**config.mk**
```make
export PLATFORM = sky130hd
export DESIGN_NAME = issue_scoreboard
export DESIGN_NICKNAME = d
export VERILOG_FILES = /design/src/rtl/issue_pkg.sv /design/src/rtl/reg_status_table.sv /design/src/rtl/issue_scoreboard.sv
export SDC_FILE = /design/constraint.sdc
export NUM_CORES = 1
export LEC_CHECK = 0
export ABC_AREA = 1
export CAP_MARGIN = 25
export CORE_ASPECT_RATIO = 1.4
export CORE_MARGIN = 2
export CORE_UTILIZATION = 40
export DETAILED_ROUTE_END_ITERATION = 8
export GPL_TIMING_DRIVEN = 1
export PLACE_DENSITY = 0.57
export SLEW_MARGIN = 20
export SYNTH_ARGS = -nofsm -noshare
export SYNTH_HDL_FRONTEND = slang
export SYNTH_SLANG_ARGS = --single-unit
```
**constraint.sdc**
```tcl
create_clock -name clock -period 4.3 [get_ports clock]
set_input_delay 1.075 -clock clock [delete_from_list [all_inputs] [get_ports clock]]
set_output_delay 1.075 -clock clock [all_outputs]
set_load 0.005 [all_outputs]
```
**src/rtl/issue_pkg.sv**
```systemverilog
// issue_pkg: shared constants, width derivation helpers and the hazard-cause
// type used by the scoreboard issue unit and its register status table.
package issue_pkg;

  localparam int unsigned DEF_NUM_REGS  = 32;
  localparam int unsigned DEF_NUM_UNITS = 4;

  // Register address width; never narrower than one bit.
  function automatic int unsigned addr_w_of(input int unsigned n);
    return (n > 1) ? $clog2(n) : 1;
  endfunction

  // Functional-unit index width; never narrower than one bit.
  function automatic int unsigned unit_w_of(input int unsigned n);
    return (n > 1) ? $clog2(n) : 1;
  endfunction

  typedef struct packed {
    logic raw;
    logic waw;
    logic structural;
  } hazard_t;

endpackage

```
**src/rtl/reg_status_table.sv**
```systemverilog
// reg_status_table: per-register pending bit and owning unit.
//   clock, reset       rising-edge clock, asynchronous active-low reset
//   flush              synchronous clear of all pending/owner state
//   rd_srca/srcb/dest  read addresses; pend_* return the post-writeback view
//   set_en/addr/owner  mark a register pending and record its producer unit
//   clr_valid/clr_addr per-unit writeback clears (unit u at [u*ADDR_W +: ADDR_W])
module reg_status_table
  import issue_pkg::*;
#(
  parameter int unsigned NUM_REGS  = DEF_NUM_REGS,
  parameter int unsigned NUM_UNITS = DEF_NUM_UNITS,
  parameter int unsigned ADDR_W    = addr_w_of(NUM_REGS),
  parameter int unsigned UNIT_W    = unit_w_of(NUM_UNITS)
) (
  input  logic                        clock,
  input  logic                        reset,
  input  logic                        flush,
  input  logic [ADDR_W-1:0]           rd_srca,
  input  logic [ADDR_W-1:0]           rd_srcb,
  input  logic [ADDR_W-1:0]           rd_dest,
  output logic                        pend_srca,
  output logic                        pend_srcb,
  output logic                        pend_dest,
  input  logic                        set_en,
  input  logic [ADDR_W-1:0]           set_addr,
  input  logic [UNIT_W-1:0]           set_owner,
  input  logic [NUM_UNITS-1:0]        clr_valid,
  input  logic [NUM_UNITS*ADDR_W-1:0] clr_addr
);

  logic [NUM_REGS-1:0] pending;
  logic [NUM_REGS-1:0] pend_eff;
  logic [UNIT_W-1:0]   owner [NUM_REGS];
  logic [ADDR_W-1:0]   clr_a;

  function automatic logic in_range(input logic [ADDR_W-1:0] a);
    return 32'(a) < NUM_REGS;
  endfunction

  // A writeback only releases a register when the writing unit is still its
  // owner; a later producer that re-claimed the register keeps it pending.
  always_comb begin
    pend_eff = pending;
    clr_a    = '0;
    for (int unsigned u = 0; u < NUM_UNITS; u++) begin
      clr_a = clr_addr[u*ADDR_W +: ADDR_W];
      if (clr_valid[u] && in_range(clr_a) && owner[clr_a] == UNIT_W'(u))
        pend_eff[clr_a] = 1'b0;
    end
    pend_eff[0] = 1'b0;
  end

  assign pend_srca = in_range(rd_srca) & pend_eff[rd_srca];
  assign pend_srcb = in_range(rd_srcb) & pend_eff[rd_srcb];
  assign pend_dest = in_range(rd_dest) & pend_eff[rd_dest];

  // The set is written after the cleared view so a new claim wins over a
  // same-cycle release of the same register.
  always_ff @(posedge clock or negedge reset) begin
    if (!reset) begin
      pending <= '0;
      for (int unsigned i = 0; i < NUM_REGS; i++) owner[i] <= '0;
    end else if (flush) begin
      pending <= '0;
      for (int unsigned i = 0; i < NUM_REGS; i++) owner[i] <= '0;
    end else begin
      pending <= pend_eff;
      if (set_en && in_range(set_addr) && set_addr != '0) begin
        pending[set_addr] <= 1'b1;
        owner[set_addr]   <= set_owner;
      end
    end
  end

endmodule

```
**src/rtl/issue_scoreboard.sv**
```systemverilog
// issue_scoreboard: scoreboard issue gate between decode and functional units.
//   clock, reset            rising-edge clock, asynchronous active-low reset
//   id_*                    decoded instruction (unit, sources, dest, flags)
//   flush                   synchronous clear of scoreboard and busy state
//   wb_valid/wb_dest        per-unit completion strobe and written register
//   iss_ready/iss_stall     combinational issue decision
//   raw/waw/struct_stall    combinational hazard causes
//   iss_fu_sel/iss_fu_dest  registered one-cycle dispatch strobe and dest
//   stall_cnt               saturating stall-cycle count (kept across flush)
//   busy_units              current per-unit busy vector
module issue_scoreboard
  import issue_pkg::*;
#(
  parameter int unsigned NUM_REGS  = DEF_NUM_REGS,
  parameter int unsigned NUM_UNITS = DEF_NUM_UNITS,
  parameter int unsigned ADDR_W    = addr_w_of(NUM_REGS),
  parameter int unsigned UNIT_W    = unit_w_of(NUM_UNITS),
  parameter int unsigned CNT_W     = 16
) (
  input  logic                        clock,
  input  logic                        reset,
  input  logic                        id_valid,
  input  logic [UNIT_W-1:0]           id_unit,
  input  logic [ADDR_W-1:0]           id_srca,
  input  logic [ADDR_W-1:0]           id_srcb,
  input  logic                        id_useb,
  input  logic [ADDR_W-1:0]           id_dest,
  input  logic                        id_writereg,
  input  logic                        flush,
  input  logic [NUM_UNITS-1:0]        wb_valid,
  input  logic [NUM_UNITS*ADDR_W-1:0] wb_dest,
  output logic                        iss_ready,
  output logic                        iss_stall,
  output logic [NUM_UNITS-1:0]        iss_fu_sel,
  output logic [ADDR_W-1:0]           iss_fu_dest,
  output logic                        raw_stall,
  output logic                        waw_stall,
  output logic                        struct_stall,
  output logic [CNT_W-1:0]            stall_cnt,
  output logic [NUM_UNITS-1:0]        busy_units
);

  logic [NUM_UNITS-1:0] busy;
  logic [NUM_UNITS-1:0] busy_eff;
  logic [NUM_UNITS-1:0] unit_onehot;
  logic                 unit_ok;
  logic                 pend_a, pend_b, pend_d;
  hazard_t              haz;
  logic                 issue;

  reg_status_table #(
    .NUM_REGS (NUM_REGS),
    .NUM_UNITS(NUM_UNITS),
    .ADDR_W   (ADDR_W),
    .UNIT_W   (UNIT_W)
  ) u_status (
    .clock    (clock),
    .reset    (reset),
    .flush    (flush),
    .rd_srca  (id_srca),
    .rd_srcb  (id_srcb),
    .rd_dest  (id_dest),
    .pend_srca(pend_a),
    .pend_srcb(pend_b),
    .pend_dest(pend_d),
    .set_en   (issue & id_writereg & (id_dest != '0)),
    .set_addr (id_dest),
    .set_owner(id_unit),
    .clr_valid(wb_valid),
    .clr_addr (wb_dest)
  );

  // An out-of-range unit index has no one-hot bit and stalls structurally.
  assign unit_ok     = 32'(id_unit) < NUM_UNITS;
  assign unit_onehot = unit_ok ? (NUM_UNITS'(1) << id_unit) : '0;
  assign busy_eff    = busy & ~wb_valid;

  assign haz.raw        = pend_a | (id_useb & pend_b);
  assign haz.waw        = id_writereg & pend_d;
  assign haz.structural = ~unit_ok | (|(busy_eff & unit_onehot));

  assign issue        = id_valid & ~flush & ~(|haz);
  assign iss_ready    = issue;
  assign iss_stall    = id_valid & ~issue;
  assign raw_stall    = haz.raw;
  assign waw_stall    = haz.waw;
  assign struct_stall = haz.structural;
  assign busy_units   = busy;

  always_ff @(posedge clock or negedge reset) begin
    if (!reset) begin
      busy        <= '0;
      iss_fu_sel  <= '0;
      iss_fu_dest <= '0;
    end else if (flush) begin
      busy       <= '0;
      iss_fu_sel <= '0;
    end else begin
      busy       <= busy_eff | (issue ? unit_onehot : '0);
      iss_fu_sel <= issue ? unit_onehot : '0;
      if (issue) iss_fu_dest <= id_dest;
    end
  end

  always_ff @(posedge clock or negedge reset) begin
    if (!reset)
      stall_cnt <= '0;
    else if (iss_stall && !flush && stall_cnt != '1)
      stall_cnt <= stall_cnt + CNT_W'(1);
  end

endmodule

```
==> results.ini, run 1 <==
[synth]
syn-num-nets=1909
ys_async_sr_fraction=1.00
synthFlopType=dfrtp_1
ys_warn_count=0
ys_seq_area_frac=0.284
yosysTopAreaCell=dfrtp_1
yosysTopAreaCellShare=0.284
netlist_area_sq_mm=0.0109
synth_cell_types=34
synth_enable_flop_cells=0
syn_area_per_cell_sq_um=5.88
ys_seq_elements=124
yosys-top-cells-area=dfrtp_1, nand2_1, nand3_1
netlist_instances=1861

[critical_path]
critPathCaptureType=output port
crit_required_ns=3.22
crit_type=in -> out
critPathMaxFanout=8
crit_arrival_ns=3.84
crit_path_start_kind=primary input
r2r_cells=32

[finish]
layout.cells.non_filler=2671
multiInputGateArea_sq_mm=0.00769
regArea_sq_mm=0.00310
n_fill_cell=2593
antenna_cells=0
drive_above_1_share=0.333
final_area_sq_mm=0.0172
final_net_count=2341
area_growth_pct=56.9
utilization=0.637

[drt]
drc=0
avgViaCountPerCell=5.54
first_pass_iters=5
ant_nets=0
num_vias=14800
drt_wl_total_um=55600
drt_iter0_drc=1487
avgRoutedWirePerCell_um=20.8

[clocking]
clkTransAtPathRegs_ns=0.05
cts_buffers=17
cts_root_buf=clkbuf_16
clock_path_buffers=2
htreeDepth=4
cts_tree=yes
clk_latency_ns=0.43
clock_sinks=124

[sta]
finClkSkew_ns=0.0117
timing.slew.headroom=0.471
hold_viol=0
rsz0062_at_grt=yes
setup_tns_ns=-2.20
fin_crit_ns=4.91
timing.final.ws_setup_ns=-0.613
setup_viol=4
fmax_mhz=204
period_share=1.14
tightest_slew_ns=0.787
worst_hold_slack_ns=0.490
drv_slew=0

[placed_design]
post_dp_cell_area_sq_mm=0.0146
dp_cells=2547
routabilityCongestion=1.02
dp.final_hpwl_um=41600
port_buffers=80
post-place-ws_ns=-1.54

[global_routing]
gr-usage-all-layers=0.387
grt_max_degree=78
grt-ovfl-total=0
antenna_found_initial=0
grt_pass1_wl_um=82400
grt_pass1_vias=14200

[min_path]
hold_depth=2
holdCritPathClass=reg -> reg

[outcome]
violations=negative setup slack
status=finished, violations left

[power_and_ir_drop]
total_power_mw=3.60
p_per_area_mw_per_mm2=210
p_leak_nw=8.34
vdd_ir_drop_max_mv=0.302

[run]
cap_viol_max_count=0

[floorplan]
row_count=71
initial_core_util=0.406
die_area_sq_mm=0.0287
fp.dieH_um=200
core_sq_mm=0.0269
die_x_um=144
ios=81

-- routing by layer --
metal  GRT usage  share of wire  wire, um
met5           0              0         0
met4       0.255          0.078      4320
met3      0.0642          0.086      4790
met2       0.627           0.46     25600
met1       0.471           0.38     20900
-- sequential cells by signal, summed over array words and instances, names as in the netlist --
signal and flops:
busy_units 4, iss_fu_dest 5, stall_cnt 16, u_status.pending 31, iss_fu_sel 4, u_status.owner 64
-- worst max-delay path: stages --
cell             delay, ns
clkdlybuf4s15_1       0.24
inv_2                 0.08
buf_12                0.13
nor3_4                0.25
nand2_1               0.08
nand2_1               0.07
inv_2                 0.04
nand2_2               0.07
nor2_4                0.06
buf_12                0.13
nor2_4                0.25
nand3_1               0.12
nand2_1               0.09
inv_2                 0.05
nand2_2               0.13
nand2_1               0.07
nand3_1               0.09
nand4_1               0.11
nand3_1               0.13
nand3_2               0.07
nand2_2               0.11
buf_6                 0.12
nand2_8               0.06
nor2_8                0.12
buf_6                 0.10
-- Yosys cell counts (5+ instances only) --
cell type and count:
o21ai_0 67, nand2_1 731, nor3_1 36, nor3_2 12
o21ai_1 20, buf_4 11, dfrtp_1 124, buf_6 8
buf_2 34, nor2_2 10, buf_1 11, nand4_1 130
nor2_1 153, nor2_4 5, inv_1 115, a21oi_1 56
nand3_1 214, clkbuf_1 38, xor2_1 10, nand2_2 8
inv_2 41
-- power by group --
group          switching, mW  internal [mW]
clock network          0.565          0.932
logic                  0.478          0.387
registers             0.0374           1.20
-- cell usage in the layout (no fill, tap or decap), types with 46 or more instances in the layout --
cell,n
dfrtp_1,124
nand2_2,66
inv_2,46
nor2_1,108
nand4_1,130
clkdlybuf4s50_1,55
nand3_1,186
nand2_1,663
buf_4,354
inv_1,102
buf_6,46
-- layout make-up --
cell class,count,area share
tap,365,0.0266
clock inverter,12,0.00941
multi-input combinational,1482,0.448
sequential,124,0.181
timing repair buffer,509,0.271
clock buffer,20,0.0260
inverter,159,0.0376
-- final timing paths --
| kind | end | slack (ns) | from |
|---|---|---|---|
| worst max-delay path | iss_ready | -0.61 | wb_dest[18] |
| worst min register to register | iss_fu_dest[3]$_DFFE_PN0P_ | 0.49 | iss_fu_dest[3]$_DFFE_PN0P_ |
| worst max register to register | u_status.owner[43]$_DFFE_PN0P_ | 0.38 | u_status.owner[15]$_DFFE_PN0P_ |
| min in group asynchronous | stall_cnt[2]$_DFFE_PN0P_ | 0.68 | reset |
| max in group asynchronous | u_status.pending[14]$_DFF_PN0_ | 2.84 | reset |
| worst min-delay path | iss_fu_dest[3]$_DFFE_PN0P_ | 0.49 | iss_fu_dest[3]$_DFFE_PN0P_ |
-- cell families after synthesis --
family,count (synthesis),share of synthesized area
AOI/OAI and AO/OA,150,0.0698
buffers and inverters,261,0.103
xor gates and xnor gates,14,0.0112
DFF,124,0.284
adders and majority gates,1,0.00114
and+or+nand+nor,1311,0.531
-- repair_timing --
| item | in CTS | in global routing |
|---|---|---|
| pin swaps | 91 | 123 |
| resized for setup | 245 | 190 |
| cloned | 10 | 4 |
| hold buffers | 0 | 0 |
| buffers inserted | 43 | 39 |
| setup endpoints to repair | 121 | 114 |
No activity file was read; power rests on OpenSTA's default activity.
==> inputs of run 2 (changes only) <==
- HOLD_SLACK_MARGIN: unset -> 0.12
- MAX_ROUTING_LAYER: unset -> met4
==> results.ini, run 2 (same netlist as run 1, synthesis figures left out) <==
[sta]
rsz0062_at_grt=yes
setup_viol=34  ; +30
hold_viol=0  ; unchanged
tightest_slew_ns=0.856  ; +0.0688 ns
finClkSkew_ns=0.0143  ; +0.00251 ns
worst_hold_slack_ns=0.493  ; +0.00332 ns
drv_slew=0  ; unchanged
timing.slew.headroom=0.430  ; -0.0410
period_share=1.16  ; +0.0149
timing.final.ws_setup_ns=-0.676  ; -0.0639 ns
fmax_mhz=201  ; -1.3%
fin_crit_ns=4.98  ; +0.0639 ns

[drt]
drt_wl_total_um=56300  ; +1.3%
drc=0  ; unchanged
drt_iter0_drc=1564  ; +5.2%
num_vias=14900  ; +0.51%
avgViaCountPerCell=5.60  ; +1.0%
first_pass_iters=5  ; unchanged
ant_nets=0  ; unchanged
avgRoutedWirePerCell_um=21.2  ; +1.8%

[finish]
drive_above_1_share=0.357  ; +0.0239
n_fill_cell=2508  ; -3.3%
layout_common_cells=nand2_1, buf_4, nand3_1, nand4_1, dfrtp_1
largest-register=u_status.owner
utilization=0.649  ; +0.0119
largest_reg_flops=64  ; unchanged
antenna_cells=0  ; unchanged
area_growth_pct=59.8
final_common_cell=nand2_1
layout.cells.non_filler=2657  ; -0.52%
largest_registers=u_status.owner (64), u_status.pending (31), stall_cnt (16)
final_area_sq_mm=0.0175  ; +1.9%
final_net_count=2328  ; -0.56%

[clocking]
clk_latency_ns=0.43  ; about the same
cts_tree=yes
clock_path_buffers=2  ; unchanged
cts_root_buf=clkbuf_16
clock_sinks=124  ; unchanged
clkTransAtPathRegs_ns=0.06  ; about the same
postCtsHoldBufs=0  ; unchanged
cts_buffers=17  ; unchanged
htreeDepth=4  ; unchanged

[floorplan]
die_x_um=144  ; unchanged
ios=81  ; unchanged
die_area_sq_mm=0.0287  ; unchanged
initial_core_util=0.406  ; unchanged
fp.dieH_um=200  ; unchanged
row_count=71  ; unchanged
core_sq_mm=0.0269  ; unchanged

[global_routing]
grt_pass1_vias=14200  ; -0.071%
grt_pass1_wl_um=82100  ; -0.35%
grt_max_degree=71  ; -9.0%
gr-usage-all-layers=0.396  ; +0.00927
grt-ovfl-total=0  ; unchanged
antenna_found_initial=0  ; unchanged

[placed_design]
routabilityCongestion=1.05  ; +3.1%
port_buffers=80  ; unchanged
post_dp_cell_area_sq_mm=0.0146  ; +0.14%
dp_cells=2548  ; +0.039%
dp.final_hpwl_um=41600  ; about the same

[critical_path]
r2r_slack_ns=0.31  ; -0.07 ns
critPathMaxFanout=16  ; +8
crit_path_start_kind=primary input
crit_arrival_ns=3.90  ; +0.06 ns
crit_type=in -> out
crit_required_ns=3.22  ; about the same
critPathCaptureType=output port

[power_and_ir_drop]
vdd_ir_drop_max_mv=0.300  ; -0.72%
power_switching_mw=1.09  ; +0.81%
p_seq_frac=0.346  ; +0.002
power.internal_mw=2.48  ; -1.4%
p_per_area_mw_per_mm2=205  ; -2.6%
total_power_mw=3.57  ; -0.73%
clockPowerShare=0.414  ; -0.002
p_leak_nw=8.28  ; -0.71%
p_sw_frac=0.305  ; +0.00466
p_comb_frac=0.239  ; about the same

[min_path]
holdCritPathClass=reg -> reg

[run]
cap_viol_max_count=0  ; unchanged

[outcome]
violations=negative setup slack
status=finished, violations left

==> run 2: changes by cell type in the layout (fill, tap and decap cells not counted), moves of 7 or more <==
| cell | previous run | this run |
|---|---|---|
| nand3_1 | 186 | 133 |
| nand3_2 | 22 | 73 |
| buf_4 | 354 | 319 |
| a21oi_1 | 44 | 20 |
| a21oi_2 | 12 | 35 |
| buf_6 | 46 | 64 |
| nand2_1 | 663 | 671 |
| nand2_2 | 66 | 59 |
| nor2_1 | 108 | 101 |
| nor3_2 | 18 | 11 |
| o21ai_0 | 36 | 43 |
==> run 2: path summary, 6_finish.rpt <==
| check | from | to | cells after the start |
|---|---|---|---|
| setup / recovery | wb_dest[9] | iss_ready | 26 |
| hold / removal | iss_fu_dest[4]$_DFFE_PN0P_ | iss_fu_dest[4]$_DFFE_PN0P_ | 2 |
| setup reg to reg | u_status.owner[57]$_DFFE_PN0P_ | u_status.owner[22]$_DFFE_PN0P_ | 30 |
| hold reg to reg | iss_fu_dest[4]$_DFFE_PN0P_ | iss_fu_dest[4]$_DFFE_PN0P_ | 2 |
| max in group asynchronous | reset | u_status.pending[17]$_DFF_PN0_ | 2 |
| min in group asynchronous | reset | stall_cnt[3]$_DFFE_PN0P_ | 1 |
==> run 2: worst max-delay path, stage by stage <==
cell and delay (ns):
clkdlybuf4s15_2 0.25, inv_2 0.18, nor3_4 0.06, buf_4 0.15, nand2_1 0.06, nand2_1 0.06
nor2_2 0.14, nand2_1 0.11, nor2_4 0.14, buf_12 0.15, buf_4 0.13, nand4_1 0.11
nand2_2 0.11, nor3_4 0.05, buf_4 0.14, nand2_1 0.05, nand2_1 0.05, nor2_1 0.11
o21ai_1 0.08, nand3_1 0.09, nand3_1 0.08, nand2_2 0.12, nand2_4 0.06, buf_6 0.12
nor2_8 0.11, buf_6 0.10
==> run 2: timing repair <==
item | CTS | global route
gates cloned | 11 | 6
pin swaps | 69 | 157
resized for setup | 221 | 273
endpoints found under the setup margin | 121 | 118
buffers inserted | 23 | 45
==> run 2: area by class of cell <==
type / instances / area (sq um) / area share
Sequential cell: 124 / 3100 / 0.178
Timing Repair Buffer: 493 / 4590 / 0.262
Tap cell: 365 / 457 / 0.0261
Multi-Input combinational cell: 1484 / 8070 / 0.462
Clock buffer: 18 / 429 / 0.0246
Timing Repair inverter: 1 / 5.00 / 0.000286
Clock inverter: 13 / 166 / 0.00952
Inverter: 159 / 653 / 0.0374
==> run 2: power by group through the flow <==
| stage | registers, mW | clock network (mW) | logic [mW] |
|---|---|---|---|
| 6_report | 1.24 | 1.48 | 0.855 |
| 5_1_grt | 1.24 | 1.54 | 0.910 |
| 4_1_cts | 1.24 | 1.48 | 0.763 |
| 3_5_place_dp | 1.26 | 0 | 0.712 |
| 3_3_place_gp | 1.26 | 0 | 0.708 |
| 2_1_floorplan | 1.25 | 0 | 0.322 |
==> run 2: routing by layer <==
layer | vias up | wire, um | track usage
met5 | - | 0 | -
met2 | 775 | 26100 | 0.628
li1 | 6936 | - | -
met4 | 0 | 4190 | 0.246
met1 | 6942 | 21900 | 0.474
met3 | 218 | 4160 | 0.0556
==> run 2: metrics by stage <==
step,TNS (ns),worst slack [ns]
2_1_floorplan,-0.104,-0.0660
3_3_place_gp,-103.28,-1.54
3_5_place_dp,-107.18,-1.58
4_1_cts,-2.17,-0.618
5_1_grt,-15.98,-0.831
6_report,-3.88,-0.676
